File: config.mk
export PLATFORM = sky130hd
export DESIGN_NAME = vc_mem_read_streamer
export DESIGN_NICKNAME = d
export VERILOG_FILES = /design/src/rtl/vc_mem_read_streamer_pkg.sv /design/src/rtl/vc_mem_read_streamer_fifo.sv /design/src/rtl/vc_mem_read_streamer.sv
export SDC_FILE = /design/constraint.sdc
export NUM_CORES = 1
export LEC_CHECK = 0
export ABC_CLOCK_PERIOD_IN_PS = 8400
export BUFFER_PORTS_ARGS = -buffer_cell sky130_fd_sc_hd__buf_2
export CAP_MARGIN = 20
export CELL_PAD_IN_SITES_DETAIL_PLACEMENT = 0
export CELL_PAD_IN_SITES_GLOBAL_PLACEMENT = 1
export CORE_MARGIN = 8
export CORE_UTILIZATION = 49
export CTS_CLUSTER_DIAMETER = 100
export DETAILED_ROUTE_END_ITERATION = 10
export PLACE_DENSITY = 0.9
export RECOVER_POWER = 25
export SLEW_MARGIN = 20
export SYNTH_ARGS = -nofsm -noshare
export SYNTH_HDL_FRONTEND = slang
export SYNTH_SLANG_ARGS = --single-unit
File: constraint.sdc
create_clock -name clk -period 8.4 [get_ports clk]
set_input_delay 0.42 -clock clk [delete_from_list [all_inputs] [get_ports clk]]
set_output_delay 0.42 -clock clk [all_outputs]
set_load 0.01 [all_outputs]
File: src/rtl/vc_mem_read_streamer_pkg.sv
// Shared definitions for the vcMem read streamer: memreq rw encoding and FSM state encoding.
// The rw encoding matches the one used by other vcMemories users.
package vc_mem_read_streamer_pkg;

    localparam logic VC_MEM_RW_READ  = 1'b0;
    localparam logic VC_MEM_RW_WRITE = 1'b1;

    typedef enum logic [1:0] {
        ST_IDLE  = 2'd0,
        ST_ISSUE = 2'd1,
        ST_DRAIN = 2'd2
    } state_e;

endpackage

File: src/rtl/vc_mem_read_streamer_fifo.sv
// Response buffer for the read streamer: a circular FIFO with registered head/tail/count.
// Writes into a full buffer are dropped; the credit logic upstream keeps that from happening.
module vc_stream_fifo #(
    parameter int DATA_SZ     = 32,
    parameter int BUF_ENTRIES = 4,
    parameter int BUF_IDX_SZ  = 2
) (
    input  logic                  clk,
    input  logic                  rst,
    input  logic                  enq_val,
    input  logic [DATA_SZ-1:0]    enq_bits,
    output logic                  deq_val,
    input  logic                  deq_rdy,
    output logic [DATA_SZ-1:0]    deq_bits,
    output logic [BUF_IDX_SZ:0]   occupancy
);

    localparam logic [BUF_IDX_SZ:0] FULL_CNT = (BUF_IDX_SZ+1)'(BUF_ENTRIES);

    logic [DATA_SZ-1:0]    mem_q [BUF_ENTRIES];
    logic [DATA_SZ-1:0]    mem_d [BUF_ENTRIES];
    logic [BUF_IDX_SZ-1:0] head_q, head_d;
    logic [BUF_IDX_SZ-1:0] tail_q, tail_d;
    logic [BUF_IDX_SZ:0]   count_q, count_d;
    logic                  push;
    logic                  pop;

    assign deq_val   = (count_q != '0);
    assign deq_bits  = mem_q[head_q];
    assign occupancy = count_q;
    assign push      = enq_val && (count_q != FULL_CNT);
    assign pop       = deq_val && deq_rdy;

    always_comb begin
        mem_d   = mem_q;
        head_d  = head_q;
        tail_d  = tail_q;
        count_d = count_q;
        if (push) begin
            mem_d[tail_q] = enq_bits;
            tail_d        = tail_q + BUF_IDX_SZ'(1);
        end
        if (pop) begin
            head_d = head_q + BUF_IDX_SZ'(1);
        end
        case ({push, pop})
            2'b10:   count_d = count_q + (BUF_IDX_SZ+1)'(1);
            2'b01:   count_d = count_q - (BUF_IDX_SZ+1)'(1);
            default: count_d = count_q;
        endcase
    end

    always_ff @(posedge clk or posedge rst) begin
        if (rst) begin
            for (int i = 0; i < BUF_ENTRIES; i++) begin
                mem_q[i] <= '0;
            end
            head_q  <= '0;
            tail_q  <= '0;
            count_q <= '0;
        end else begin
            mem_q   <= mem_d;
            head_q  <= head_d;
            tail_q  <= tail_d;
            count_q <= count_d;
        end
    end

endmodule

File: src/rtl/vc_mem_read_streamer.sv
// Strided read requester for vcMem single-port memories: one command in, count reads out,
// responses buffered and streamed in request order. Credits keep every response a slot.
module vc_mem_read_streamer
    import vc_mem_read_streamer_pkg::*;
#(
    parameter int ADDR_SZ     = 8,
    parameter int DATA_SZ     = 32,
    parameter int CNT_SZ      = 8,
    parameter int BUF_ENTRIES = 4,
    parameter int BUF_IDX_SZ  = 2
) (
    input  logic               clk,
    input  logic               rst,
    input  logic               cmd_val,
    output logic               cmd_rdy,
    input  logic [ADDR_SZ-1:0] cmd_bits_base,
    input  logic [ADDR_SZ-1:0] cmd_bits_stride,
    input  logic [CNT_SZ-1:0]  cmd_bits_count,
    output logic               memreq_val,
    input  logic               memreq_rdy,
    output logic               memreq_bits_rw,
    output logic [ADDR_SZ-1:0] memreq_bits_addr,
    output logic [DATA_SZ-1:0] memreq_bits_data,
    input  logic               memresp_val,
    input  logic [DATA_SZ-1:0] memresp_bits_data,
    output logic               out_val,
    input  logic               out_rdy,
    output logic [DATA_SZ-1:0] out_bits,
    output logic               busy,
    output logic [1:0]         dbg_state
);

    localparam logic [BUF_IDX_SZ:0] BUF_ENTRIES_W = (BUF_IDX_SZ+1)'(BUF_ENTRIES);

    state_e              state_q, state_d;
    logic [ADDR_SZ-1:0]  addr_q, addr_d;
    logic [ADDR_SZ-1:0]  stride_q, stride_d;
    logic [CNT_SZ-1:0]   remaining_q, remaining_d;
    logic [BUF_IDX_SZ:0] outstanding_q, outstanding_d;
    logic [BUF_IDX_SZ:0] occupancy;
    logic [BUF_IDX_SZ:0] credits;
    logic                cmd_fire;
    logic                req_fire;
    logic                resp_ok;

    // Credits come from registered state only, so memreq_val has no path from memresp_val.
    assign credits  = BUF_ENTRIES_W - occupancy - outstanding_q;
    assign cmd_fire = cmd_val && cmd_rdy;
    assign req_fire = memreq_val && memreq_rdy;
    assign resp_ok  = memresp_val && (outstanding_q != '0);

    assign memreq_bits_rw   = VC_MEM_RW_READ;
    assign memreq_bits_addr = addr_q;
    assign memreq_bits_data = '0;
    assign dbg_state        = state_q;

    always_ff @(posedge clk or posedge rst) begin
        if (rst) begin
            state_q <= ST_IDLE;
        end else begin
            state_q <= state_d;
        end
    end

    always_comb begin
        state_d = state_q;
        case (state_q)
            ST_IDLE: begin
                if (cmd_fire && (cmd_bits_count != '0)) state_d = ST_ISSUE;
            end
            ST_ISSUE: begin
                if (req_fire && (remaining_q == CNT_SZ'(1))) state_d = ST_DRAIN;
            end
            ST_DRAIN: begin
                if ((outstanding_q == '0) && (occupancy == '0)) state_d = ST_IDLE;
            end
            default: state_d = ST_IDLE;
        endcase
    end

    always_comb begin
        cmd_rdy    = (state_q == ST_IDLE);
        memreq_val = (state_q == ST_ISSUE) && (credits != '0);
        busy       = (state_q != ST_IDLE);
    end

    always_comb begin
        addr_d        = addr_q;
        stride_d      = stride_q;
        remaining_d   = remaining_q;
        outstanding_d = outstanding_q;
        if (cmd_fire) begin
            addr_d      = cmd_bits_base;
            stride_d    = cmd_bits_stride;
            remaining_d = cmd_bits_count;
        end
        if (req_fire) begin
            addr_d      = addr_q + stride_q;
            remaining_d = remaining_q - CNT_SZ'(1);
        end
        case ({req_fire, resp_ok})
            2'b10:   outstanding_d = outstanding_q + (BUF_IDX_SZ+1)'(1);
            2'b01:   outstanding_d = outstanding_q - (BUF_IDX_SZ+1)'(1);
            default: outstanding_d = outstanding_q;
        endcase
    end

    always_ff @(posedge clk or posedge rst) begin
        if (rst) begin
            addr_q        <= '0;
            stride_q      <= '0;
            remaining_q   <= '0;
            outstanding_q <= '0;
        end else begin
            addr_q        <= addr_d;
            stride_q      <= stride_d;
            remaining_q   <= remaining_d;
            outstanding_q <= outstanding_d;
        end
    end

    vc_stream_fifo #(
        .DATA_SZ     (DATA_SZ),
        .BUF_ENTRIES (BUF_ENTRIES),
        .BUF_IDX_SZ  (BUF_IDX_SZ)
    ) u_buf (
        .clk       (clk),
        .rst       (rst),
        .enq_val   (resp_ok),
        .enq_bits  (memresp_bits_data),
        .deq_val   (out_val),
        .deq_rdy   (out_rdy),
        .deq_bits  (out_bits),
        .occupancy (occupancy)
    );

    // A response with nothing outstanding is dropped; flag it in simulation.
    resp_needs_outstanding: assert property (
        @(posedge clk) disable iff (rst) memresp_val |-> (outstanding_q != '0)
    ) else $error("vc_mem_read_streamer: memresp with no outstanding request, data dropped");

endmodule
==> results.py <==
metrics = {
    "timing": {
        "worst_pin_slew_ns": 3.35,
        "finalMaxSlewViolations": 77,
        "finalSetupViolCount": 0,
        "finalCriticalPeriod_ns": 3.03,
        "fin_crit_sh": 0.361,
        "hold_viol_final": 0,
        "hold_slack_ns": 0.182,
        "finClkSkew_ns": 0.0114,
        "tns_ns": 0,
        "slew-limit-headroom": -1.24,
        "rsz0062_at_grt": "no",
        "max_freq_mhz": 330,
    },
    "hold_path": {
        "worstHoldStart": "cmd_bits_stride[6]",
        "hold_depth": 3,
        "hold_path.class": "input port to register",
        "min_to": "stride_q[6]$_DFFE_PP0P_",
    },
    "power": {
        "clockPowerShare": 0.191,
        "power_frac_seq": 0.358,
        "power.share.switching": 0.352,
        "internal_power_mw": 2.63,
        "powerDensity_nw_per_um2": 444,
        "power_mw": 4.05,
        "comb_power_share": 0.451,
        "leakage_nw": 4.13,
        "switchingPower_mw": 1.42,
        "ir_drop_mv": 0.189,
    },
    "synthesis": {
        "ys_warn_count": 0,
        "synthArstFlopShare": 1.00,
        "ys_seq_area_frac": 0.516,
        "ys_types": 49,
        "synth_ff_type": "dfrtp_1",
        "synth-edff-count": 0,
        "yosys_register_bits": 164,
        "syn_area_um2": 7950,
        "postSynthCellCount": 586,
        "syn_avg_cell_area_um2": 13.6,
    },
    "global_route": {
        "grt_overflow": 0,
        "grt_max_degree": 90,
        "grt_pass1_vias": 5472,
        "antenna_found_initial": 2,
        "grt_pass1_wl_mm": 27.6,
        "track_usage": 0.171,
    },
    "worst_setup_path": {
        "required_ns": 8.75,
        "r2r_cells": 13,
        "rrSetupSlack_ns": 5.37,
        "cp-start-kind": "register",
        "crit_arrival_ns": 3.38,
        "worst-path-max-fanout": 18,
        "crit_path_end_kind": "register",
        "r2r-end": "outstanding_q[2]$_DFFE_PP0P_",
        "path_class": "register to register",
        "r2r-start": "outstanding_q[1]$_DFFE_PP0P_",
    },
    "floorplanning": {
        "initial_core_util": 0.501,
        "rows": 46,
        "die_y_um": 143,
        "dieArea_um2": 20600,
        "core_area_um2": 15900,
        "ioPinCount": 141,
        "die_w_um": 143,
    },
    "clock_network": {
        "cts_resized": 0,
        "cts_root_buf": "clkbuf_16",
        "htree_levels": 4,
        "clkSinkCount": 164,
        "ctsHoldBuffers": 0,
        "clk-insertion-delay-late_ns": 0.43,
        "cts_setup_buffers": 0,
        "cts_buffers": 17,
        "cts_tree": "built",
        "clkSlewWorstSetupHoldPaths_ns": 0.07,
        "clockBufferDepth": 2,
    },
    "route": {
        "num_vias": 4938,
        "wl_mm": 16.9,
        "dr.pass1.iters": 4,
        "wl_per_cell_um": 18.4,
        "viasPerCell": 5.37,
        "drc": 0,
        "drt_iter0_markers": 237,
        "ant_nets": 0,
    },
    "place": {
        "placed_cells": 887,
        "dp_hpwl_mm": 11.5,
        "place.port_buffers": 107,
        "place_congestion": 0.830,
    },
    "cells_and_area": {
        "mostFrequentLayoutCells": "163 x dfrtp_1, 128 x mux2_2, 97 x buf_2",
        "area_delta_synth_final_pct": 14.8,
        "postLayoutCoreUtil": 0.575,
        "final_cells": 919,
        "layout.nets": 773,
        "n_antenna_cell": 0,
        "final_common_cell": "dfrtp_1",
        "drive_above_1_share": 0.432,
    },
    "flow_run": {
        "cap_violations": 1,
    },
    "status": {
        "status": "finished with violations",
        "violations": "capacitance limit, slew limit",
    },
}
[area by class of cell]
type                    instances  area (µm²)
inverters                      23        88.8
flip-flops and latches        164        4110
multi-input cells             373        3520
fillers                      1319        6760
well taps                     216         270
clock inverters                10         121
clock buffers                  22         474
repair buffers                111         553
[routing by layer]
layer  vias to the layer above  GRT usage  wire, µm
met5                         -          0        21
met4                         4     0.0564       189
met3                        20     0.0531      1060
met2                       136      0.284      8400
met1                      2526      0.208      7230
li1                       2252          -         -
[cell usage after synthesis (all sizes together) (2+ instances only)]
library cell  number  share of area
o211ai             2         0.0019
a221o              4         0.0050
xnor2              8         0.0088
a211oi             3         0.0028
a21o               2         0.0019
nor2              19         0.0090
o21ai             10         0.0063
a21oi             10         0.0063
nor3               5         0.0031
nor4               4         0.0031
nand2             45          0.021
inv               22          0.010
mux2i              3         0.0038
xor2               7         0.0077
a31oi              6         0.0055
dfrtp            164           0.52
nand2b             2         0.0016
ha                18          0.028
and3               2         0.0016
o221a              2         0.0028
a211o              2         0.0022
a22oi              2         0.0019
mux2             128           0.18
fa                 3         0.0076
mux4              32          0.091
o31a               2         0.0033
or3                2         0.0016
buf               50          0.043
nand3              3         0.0019
clkbuf             8         0.0038
nor2b              2         0.0016
[kinds of logic (layout without fill, tap and decap cells)]
group / count (synthesis) / after routing / synth area share
XOR/XNOR: 15 / 15 / 0.0165
AND/OR/NAND/NOR: 90 / 90 / 0.0505
flip-flops: 164 / 164 / 0.516
AO/OA/AOI/OAI: 51 / 51 / 0.0470
adder cells (fa/ha/maj): 21 / 21 / 0.0359
other: 1 / 33 / 0.000472
multiplexers: 163 / 163 / 0.276
buffers and inverters: 81 / 166 / 0.0577
[how the worst max path moves through the flow]
stage	slack [ns]	cells after the start	to	start
after global placement	5.47	13	outstanding_q[2]$_DFFE_PP0P_	outstanding_q[1]$_DFFE_PP0P_
after detailed placement	5.43	13	outstanding_q[2]$_DFFE_PP0P_	outstanding_q[1]$_DFFE_PP0P_
after CTS	5.37	13	outstanding_q[2]$_DFFE_PP0P_	outstanding_q[1]$_DFFE_PP0P_
final	5.37	13	outstanding_q[2]$_DFFE_PP0P_	outstanding_q[1]$_DFFE_PP0P_
after global routing	5.01	3	u_buf.mem_q[37]$_DFFE_PP0P_	rst
after floorplan	3.55	1	dbg_state[0]$_DFFE_PP0P_	rst
[state kept, by name, indices dropped and copies added (netlist names)]
register / count
dbg_state: 2
memreq_bits_addr: 8
outstanding_q: 3
remaining_q: 8
stride_q: 8
u_buf.head_q: 2
u_buf.mem_q: 128
u_buf.occupancy: 3
u_buf.tail_q: 2
[worst max-delay path, stage by stage (launching register included)]
cell	delay [ns]
dfrtp_1	0.41
ha_1	0.29
inv_1	0.04
ha_1	0.19
xnor2_1	0.17
xnor2_1	0.15
o31a_4	0.38
clkinv_2	0.21
ha_1	0.23
inv_1	0.07
fa_1	0.37
xor2_1	0.16
nor2_1	0.12
xor2_1	0.15
[power groups by stage]
stage / logic, mW / clock network, mW / registers (mW)
after CTS: 1.86 / 0.787 / 1.45
after detailed placement: 1.84 / 0 / 1.46
after global placement: 1.78 / 0 / 1.42
after floorplan: 1.42 / 0 / 1.37
after global routing: 1.99 / 0.823 / 1.50
final: 1.82 / 0.774 / 1.45
[metrics by stage]
step | instance area (µm²) | setup slack, ns
after detailed placement | 8560 | 5.43
after floorplan | 8070 | 3.55
after global placement | 8560 | 5.47
final | 9130 | 5.37
after CTS | 9150 | 5.37
after global routing | 9130 | 5.01
(Power assumes the default switching activity.)
